File: src/rtl/mem_arb_pkg.sv
// Shared types and helpers for the memory arbiter: FSM states, arbitration
// mode codes and the grant index width.
package mem_arb_pkg;

  typedef enum logic [1:0] {IDLE, BUSY, DONE} state_t;

  localparam int ARB_FIXED = 0;
  localparam int ARB_RR    = 1;

  // Grant index width; a single channel still needs one bit.
  function automatic int grant_w(input int n);
    return (n <= 1) ? 1 : $clog2(n);
  endfunction

endpackage

File: src/rtl/arb_pick.sv
// Rotating-priority picker: first requester at or after start, wrapping.
// With mode clear the search always starts at channel 0 (fixed priority).
module arb_pick
  import mem_arb_pkg::*;
#(
  parameter  int NUM_CH = 2,
  localparam int GW     = grant_w(NUM_CH)
) (
  input  logic [NUM_CH-1:0] req,
  input  logic [GW-1:0]     start,
  input  logic              mode,
  output logic              valid,
  output logic [GW-1:0]     idx
);

  int          base;
  logic [GW-1:0] cand;

  // Walk offsets from the far end so the nearest requester is written last.
  always_comb begin
    base  = mode ? int'(start) : 0;
    valid = 1'b0;
    idx   = '0;
    cand  = '0;
    for (int off = NUM_CH - 1; off >= 0; off--) begin
      cand = GW'((base + off) % NUM_CH);
      if (req[cand]) begin
        valid = 1'b1;
        idx   = cand;
      end
    end
  end

endmodule

File: src/rtl/mem_arbiter.sv
// N-channel arbiter sharing one sram-style port between core requesters;
// each request is latched, issued, and completed by a one-cycle ack or timeout.
module mem_arbiter
  import mem_arb_pkg::*;
#(
  parameter  int NUM_CH   = 2,
  parameter  int ADDR_W   = 32,
  parameter  int DATA_W   = 32,
  parameter  int ARB_MODE = 0,
  parameter  int TIMEOUT  = 255,
  localparam int MASK_W   = DATA_W / 8,
  localparam int GW       = grant_w(NUM_CH)
) (
  input  logic                       clk,
  input  logic                       rst,
  input  logic [NUM_CH-1:0]          ch_sel,
  input  logic [NUM_CH-1:0]          ch_we,
  input  logic [NUM_CH*ADDR_W-1:0]   ch_addr,
  input  logic [NUM_CH*DATA_W-1:0]   ch_wdata,
  input  logic [NUM_CH*MASK_W-1:0]   ch_wmask,
  output logic [NUM_CH-1:0]          ch_ack,
  output logic [NUM_CH-1:0]          ch_err,
  output logic [DATA_W-1:0]          ch_rdata,
  output logic                       mem_sel,
  output logic                       mem_we,
  output logic [ADDR_W-1:0]          mem_addr,
  output logic [DATA_W-1:0]          mem_din,
  output logic [MASK_W-1:0]          mem_byte_en,
  input  logic [DATA_W-1:0]          mem_dout,
  input  logic                       mem_ack
);

  state_t              state, nxt;
  logic [GW-1:0]       gnt_q, rr_ptr, start, pick_idx;
  logic                pick_vld;
  logic                we_q, err_q;
  logic [ADDR_W-1:0]   addr_q;
  logic [DATA_W-1:0]   wdata_q, rdata_q;
  logic [MASK_W-1:0]   wmask_q;
  logic [31:0]         cnt_q;
  logic                timeout_hit;

  // Round-robin search begins one past the last winner.
  assign start = (rr_ptr == GW'(NUM_CH - 1)) ? '0 : rr_ptr + 1'b1;

  arb_pick #(.NUM_CH(NUM_CH)) u_pick (
    .req   (ch_sel),
    .start (start),
    .mode  (ARB_MODE != ARB_FIXED),
    .valid (pick_vld),
    .idx   (pick_idx)
  );

  assign timeout_hit = (TIMEOUT != 0) && (cnt_q == 32'(TIMEOUT - 1));

  always_ff @(posedge clk or posedge rst) begin
    if (rst) state <= IDLE;
    else     state <= nxt;
  end

  // mem_ack wins over a same-cycle timeout.
  always_comb begin
    nxt = state;
    case (state)
      IDLE:    if (pick_vld) nxt = BUSY;
      BUSY:    if (mem_ack || timeout_hit) nxt = DONE;
      DONE:    nxt = IDLE;
      default: nxt = IDLE;
    endcase
  end

  always_ff @(posedge clk or posedge rst) begin
    if (rst) begin
      gnt_q   <= '0;
      rr_ptr  <= GW'(NUM_CH - 1);
      we_q    <= 1'b0;
      addr_q  <= '0;
      wdata_q <= '0;
      wmask_q <= '0;
      rdata_q <= '0;
      err_q   <= 1'b0;
      cnt_q   <= '0;
    end else begin
      case (state)
        IDLE: if (pick_vld) begin
          gnt_q   <= pick_idx;
          rr_ptr  <= pick_idx;
          we_q    <= ch_we[pick_idx];
          addr_q  <= ch_addr[pick_idx*ADDR_W +: ADDR_W];
          wdata_q <= ch_wdata[pick_idx*DATA_W +: DATA_W];
          wmask_q <= ch_wmask[pick_idx*MASK_W +: MASK_W];
          cnt_q   <= '0;
        end
        BUSY: begin
          if (mem_ack) begin
            rdata_q <= we_q ? '0 : mem_dout;
            err_q   <= 1'b0;
          end else if (timeout_hit) begin
            rdata_q <= '0;
            err_q   <= 1'b1;
          end else begin
            cnt_q   <= cnt_q + 32'd1;
          end
        end
        default: ;
      endcase
    end
  end

  // Memory side is live only in BUSY; channel side only in DONE.
  always_comb begin
    mem_sel     = 1'b0;
    mem_we      = 1'b0;
    mem_addr    = '0;
    mem_din     = '0;
    mem_byte_en = '0;
    ch_ack      = '0;
    ch_err      = '0;
    ch_rdata    = '0;
    if (state == BUSY) begin
      mem_sel     = 1'b1;
      mem_we      = we_q;
      mem_addr    = addr_q;
      mem_din     = wdata_q;
      mem_byte_en = wmask_q;
    end
    if (state == DONE) begin
      ch_ack[gnt_q] = 1'b1;
      ch_err[gnt_q] = err_q;
      ch_rdata      = rdata_q;
    end
  end

endmodule

File: config.mk
export PLATFORM = sky130hd
export DESIGN_NAME = mem_arbiter
export DESIGN_NICKNAME = d
export VERILOG_FILES = /design/src/rtl/mem_arb_pkg.sv /design/src/rtl/arb_pick.sv /design/src/rtl/mem_arbiter.sv
export SDC_FILE = /design/constraint.sdc
export NUM_CORES = 1
export LEC_CHECK = 0
export ABC_AREA = 1
export BUFFER_PORTS_ARGS = -buffer_cell sky130_fd_sc_hd__buf_2
export CORE_AREA = 5 5 171 173
export DETAILED_ROUTE_END_ITERATION = 7
export DIE_AREA = 0 0 176 178
export GPL_TIMING_DRIVEN = 0
export PLACE_DENSITY_LB_ADDON = 0.2
export SLEW_MARGIN = 5
export SYNTH_ARGS = -nofsm -noshare
export SYNTH_HDL_FRONTEND = slang
export SYNTH_HIERARCHICAL = 1
export SYNTH_SLANG_ARGS = --single-unit
File: constraint.sdc
create_clock -name clk -period 11.5 [get_ports clk]
set_clock_uncertainty 0.15 [all_clocks]
set_input_delay 1.725 -clock clk [delete_from_list [all_inputs] [get_ports clk]]
set_output_delay 1.725 -clock clk [all_outputs]
set_load 0.005 [all_outputs]
## After elaboration in Yosys (flattened, before gate mapping)

Cells that the tools add are included.

- Add/subtract/negate cells: 1
- Magnitude comparators: 3
- Equal/unequal tests: 7
- Shift operators: 3
- Mux-type cells: 27
- Bitwise logic cells: 1
- Reduce and logical (&&, ||, !) cells: 9

Operators by type and width:

| operator | count |
|---|---|
| 32-bit two-way mux | 9 |
| 64-bit by 7-bit indexed part select with 32-bit output | 2 |
| 32-bit case mux with 2 select lines | 1 |
| 32-bit by 1-bit adder with 32-bit output, second input constant | 1 |
| 32-bit by 8-bit == test with 1-bit output, second input constant | 1 |
| 1-bit two-way mux | 10 |
| 2-bit two-way mux | 4 |
| 2-bit != test, second input constant | 4 |
| 8-bit by 4-bit indexed part select with 4-bit output | 1 |
| 2-bit AND reduction | 3 |
| 1-bit by 2-bit < comparator with 1-bit output, second input constant | 2 |
| 4-bit two-way mux | 1 |
| 2-bit case mux with 2 select lines | 1 |
| 4-bit AND reduction | 1 |
| 2-bit nonzero test | 2 |
| 2-bit bitwise AND | 1 |
| 2-bit by 1-bit == test with 1-bit output, second input constant | 1 |
| 2-bit == test, second input constant | 1 |
| 2-bit logical NOT | 1 |
| 1-bit demux with 1-bit select | 1 |
| 1-bit >= comparator, second input constant | 1 |
| 1-bit logical AND | 1 |
| 1-bit logical OR | 1 |

- Flip-flop bits (word level): 137
- Output and inout port bits: 106

## Depth between registers and ports, before layout

- Depth after elaboration: 6
- Mapped depth: 12

## Cells and area by module

Netlist, hierarchy kept.

By module, submodules not included:

| module | times used | cells each | area each (µm²) |
|---|---|---|---|
| mem_arbiter | 1 | 1147 | 8055.2 |
| arb_pick | 1 | 4 | 18.8 |

## Least setup slack after synthesis

No wires, ideal clock.

- Kind: input to register
- Start point: in ch_sel[1]
- End point: reg wdata_q[6]
- Library setup time: 0.130 ns
- Data arrival time: 2.745 ns
- Data required time: 11.220 ns
- Slack: 8.475 ns
- Stages on the path: 7
- Path through: inv_1 > a21oi_1 > clkbuf_1 > clkbuf_1 > nand2_1 > o211ai_1 > o21ai_0

- Cells in the longest elaborated chain, start to end: 3
- Elaborated cells between the ends (all ways): 5
- Classes of those cells: 1 x shift; 3 x mux; 1 x reduce/logical

RTL lines:

| element | line | source |
|---|---|---|
| start: declaration | mem_arbiter.sv:16 | `input logic [NUM_CH-1:0] ch_sel,` |
| 1-bit two-way mux (2 in series) | arb_pick.sv:27 | `if (req[cand]) begin` |
| named net pick_idx | mem_arbiter.sv:34 | `logic [GW-1:0] gnt_q, rr_ptr, start, pick_idx;` |
| 64-bit by 7-bit indexed part select with 32-bit output | mem_arbiter.sv:90 | `wdata_q <= ch_wdata[pick_idx*DATA_W +: DATA_W];` |
| end signal: assignment | mem_arbiter.sv:90 |  |
| end: declaration | mem_arbiter.sv:38 | `logic [DATA_W-1:0] wdata_q, rdata_q;` |

The timed path passes the listed nets, and every way through them passes these cells.
A chain may end at the register's enable or synchronous reset.

## Final worst setup path

- Start point: reg state[1]
- End point: out mem_addr[28]

- Cells in the longest elaborated chain, start to end: 2

RTL lines:

| element | line | source |
|---|---|---|
| start: declaration | mem_arbiter.sv:33 | `state_t state, nxt;` |
| start signal: assignment | mem_arbiter.sv:58 | `else state <= nxt;` |
| 2-bit by 1-bit == test with 1-bit output | mem_arbiter.sv:120 | `if (state == BUSY) begin` |
| 32-bit two-way mux | mem_arbiter.sv:120 |  |
| end: declaration | mem_arbiter.sv:26 | `output logic [ADDR_W-1:0] mem_addr,` |

No other way between the ends.

==> flow_summary.yaml <==
pwr:
  vdd_drop_max_mv: 0.0873
  p_per_area_mw_per_mm2: 208
  power_mw: 2.19
  leakagePower_nw: 5.58
synthesis:
  synth_top_area_share_pct: 42.5
  yosysTopAreaCell: "dfrtp_1"
  ys_async_sr_fraction_pct: 100
  avgSynthCellArea_um2: 7.01
  synthCells: 1151
  synth_most_common_cell: "nand2_1"
  yosysWarnings: 6
  synth_area_leaders: "dfrtp_1, nand2_1, inv_1"
  syn_nets: 1328
  synth.distinct_cells: 32
  synth-seq-cells: 138
  syn_area_mm2: 0.00807
  synthFlopType: "dfrtp_1"
  synth-edff-count: 0
  ys_seq_area_share_pct: 42.8
  ys_top_cells_by_count: "nand2_1, inv_1, nor2_1, dfrtp_1, o21ai_0"
detailed_routing:
  drc: 0
  dr.pass1.iters: 5
  num_vias: 8141
  wirelength_mm: 27.3
  wl_per_cell_um: 15.1
  via_per_inst: 4.49
  drt_iter0_drc: 459
  antenna_left: 0
run:
  cap_violations: 0
clock_tree:
  cts.sinks: 138
  cts_max_level: 4
  root_buffer: "clkbuf_16"
  numCtsBuffers: 17
  clock_latency_ps: 430
  hold_buffers: 0
  clockBufferDepth: 2
  cts_tree: "yes"
  path_clk_slew_ps: 70
  post_cts_buffers: 0
  cts_resized: 0
die:
  die_h_um: 178
  dieArea_mm2: 0.0313
  ioPinCount: 281
  die_w_um: 176
  initial_utilization_pct: 29.4
  coreArea_mm2: 0.0275
  rows: 61
setup_path:
  r2r_end: "cnt_q[28]"
  cp.depth: 6
  endpoint: "mem_addr[28]"
  r2r-start: "cnt_q[0]"
  worstSetupEndpointType: "output port"
  cp.buffers_inverters: 4
  max_stage_delay_ps: 460
  startpoint: "state[1]"
  cp_common_cell: "buf_2"
  cp.required_ps: 9630
  cp_slowest_cell: "dfrtp_1"
  worstPathMaxFanout: 10
  startpoint_type: "flop"
  r2r_slack_ps: 9120
  worstRegToRegCells: 9
  critical_path.top_delay_family: "buffers and inverters"
  worstSetupPathType: "reg -> out"
  arrival_ps: 2100
  cp_cell_sequence: "nor2_8, inv_2, buf_2, buf_2, nor2_1, buf_2"
placement:
  hpwl_mm: 21.4
  gp_congestion: 0.914
  portBuffers: 280
sta:
  fin_crit_ps: 3970
  post-route-period-util_pct: 34.5
  setup_tns_ps: 0
  relSlewSlack_pct: 54.3
  tightest_slew_ps: 686
  rsz0062_at_grt: "false"
  setup_viol: 0
  finalHoldViolCount: 0
  fmax_ghz: 0.252
  drv_slew: 0
min_path:
  hold_path.class: "reg -> reg"
final_layout:
  regArea_mm2: 0.00345
  multi_input_area_mm2: 0.00351
  fillers: 2985
  finalNetCount: 1628
  drive_above_1_share_pct: 27.0
  area_delta_synth_final_pct: 30.8
grt:
  grt_pass1_wl_mm: 43.3
  use_met3_pct: 4.37
  grt_usage_pct: 17.3
  busiest_layer: "met2"
  use_met2_pct: 28.0
  grt_remaining_overflow: 0
  grt_max_degree: 74
  grt_pass1_vias: 8179
  antenna_found_initial: 4
  grt_util_met1_pct: 23.2
status:
  outcome: "finished clean"
==> worst min-delay path by stage <==
stage | start | slack, ps | end | cells past startpoint
final | rdata_q[5] | 320 | rdata_q[5] | 2
after CTS | rdata_q[28] | 330 | rdata_q[28] | 2
after global routing | rdata_q[28] | 340 | rdata_q[28] | 2
after detailed placement | rdata_q[6] | 310 | rdata_q[6] | 2
after floorplan | rdata_q[0] | 290 | rdata_q[0] | 2
after global placement | rdata_q[22] | 300 | rdata_q[22] | 2
==> report_power, final <==
| group | switching (mW) | internal (mW) |
|---|---|---|
| logic | 0.569 | 0.315 |
| registers | 0.0658 | 0.661 |
| clock network | 0.249 | 0.336 |
==> kinds of logic (layout without fill, tap and decap cells) <==
family                     after synthesis  count (layout)  share of synthesized area, %
AOI/OAI and AO/OA                      186             186                          15.2
buffers and inverters                  268             581                          13.8
adders and majority gates                2               2                         0.310
and+or+nand+nor                        556             556                          27.9
other                                    1               3                        0.0464
DFF                                    138             138                          42.8
==> layout by cell type (no fill, tap or decap), types with 2 or more instances in the layout <==
cell type  count
o21ai_0       76
inv_8          3
nand3_1       48
nand2_2       17
dfrtp_1      137
inv_2          3
inv_6          6
nand2_1      301
o21ai_2       28
o211ai_1      71
clkbuf_1      29
nand4_1        2
nor3_1         2
ha_1           2
buf_2        296
o21ai_1        6
buf_1          4
nor2_4         2
diode_2        2
inv_1        208
clkinv_4       2
bufinv_16      2
o21bai_1       3
buf_12         4
or2_2          6
nor2_1       174
clkbuf_16     17
==> registers in the layout (all words and copies together) (netlist names) <==
signal and flops:
rdata_q 32, gnt_q 1, state 2, err_q 1, we_q 1, wmask_q 4, cnt_q 32, addr_q 32
rr_ptr 1, wdata_q 32
==> cell type report <==
class	count	area share [%]
Antenna cell	2	0.0474
Clock inverter	14	1.69
Timing Repair Buffer	281	13.5
Sequential cell	138	32.7
Clock buffer	18	4.16
Buffer	56	2.98
Multi-Input combinational cell	745	33.2
Tap cell	346	4.10
Inverter	212	7.58
==> metal layers <==
layer,wire length (um),up-vias
li1,-,4149
met1,12300,3694
met3,1690,28
met4,537,4
met5,27,-
met2,12700,266
==> worst min-delay path, stage by stage, from the launching register on <==
cell and delay (ps):
dfrtp_1 340, nand2_1 50, nand2_1 40
==> through the flow <==
step	hold slack (ps)	cell area [um^2]	worst slack, ps	instances	utilization, %
5_1_grt	336	10600	7380	1812	38.4
2_1_floorplan	292	8070	5930	1151	-
6_report	320	10600	7530	1812	38.4
4_1_cts	326	10600	7450	1810	38.4
3_5_place_dp	309	9940	7640	1778	36.2
3_3_place_gp	305	9910	3920	1777	36.1
Note: power is estimated with default switching activity, not from simulation.
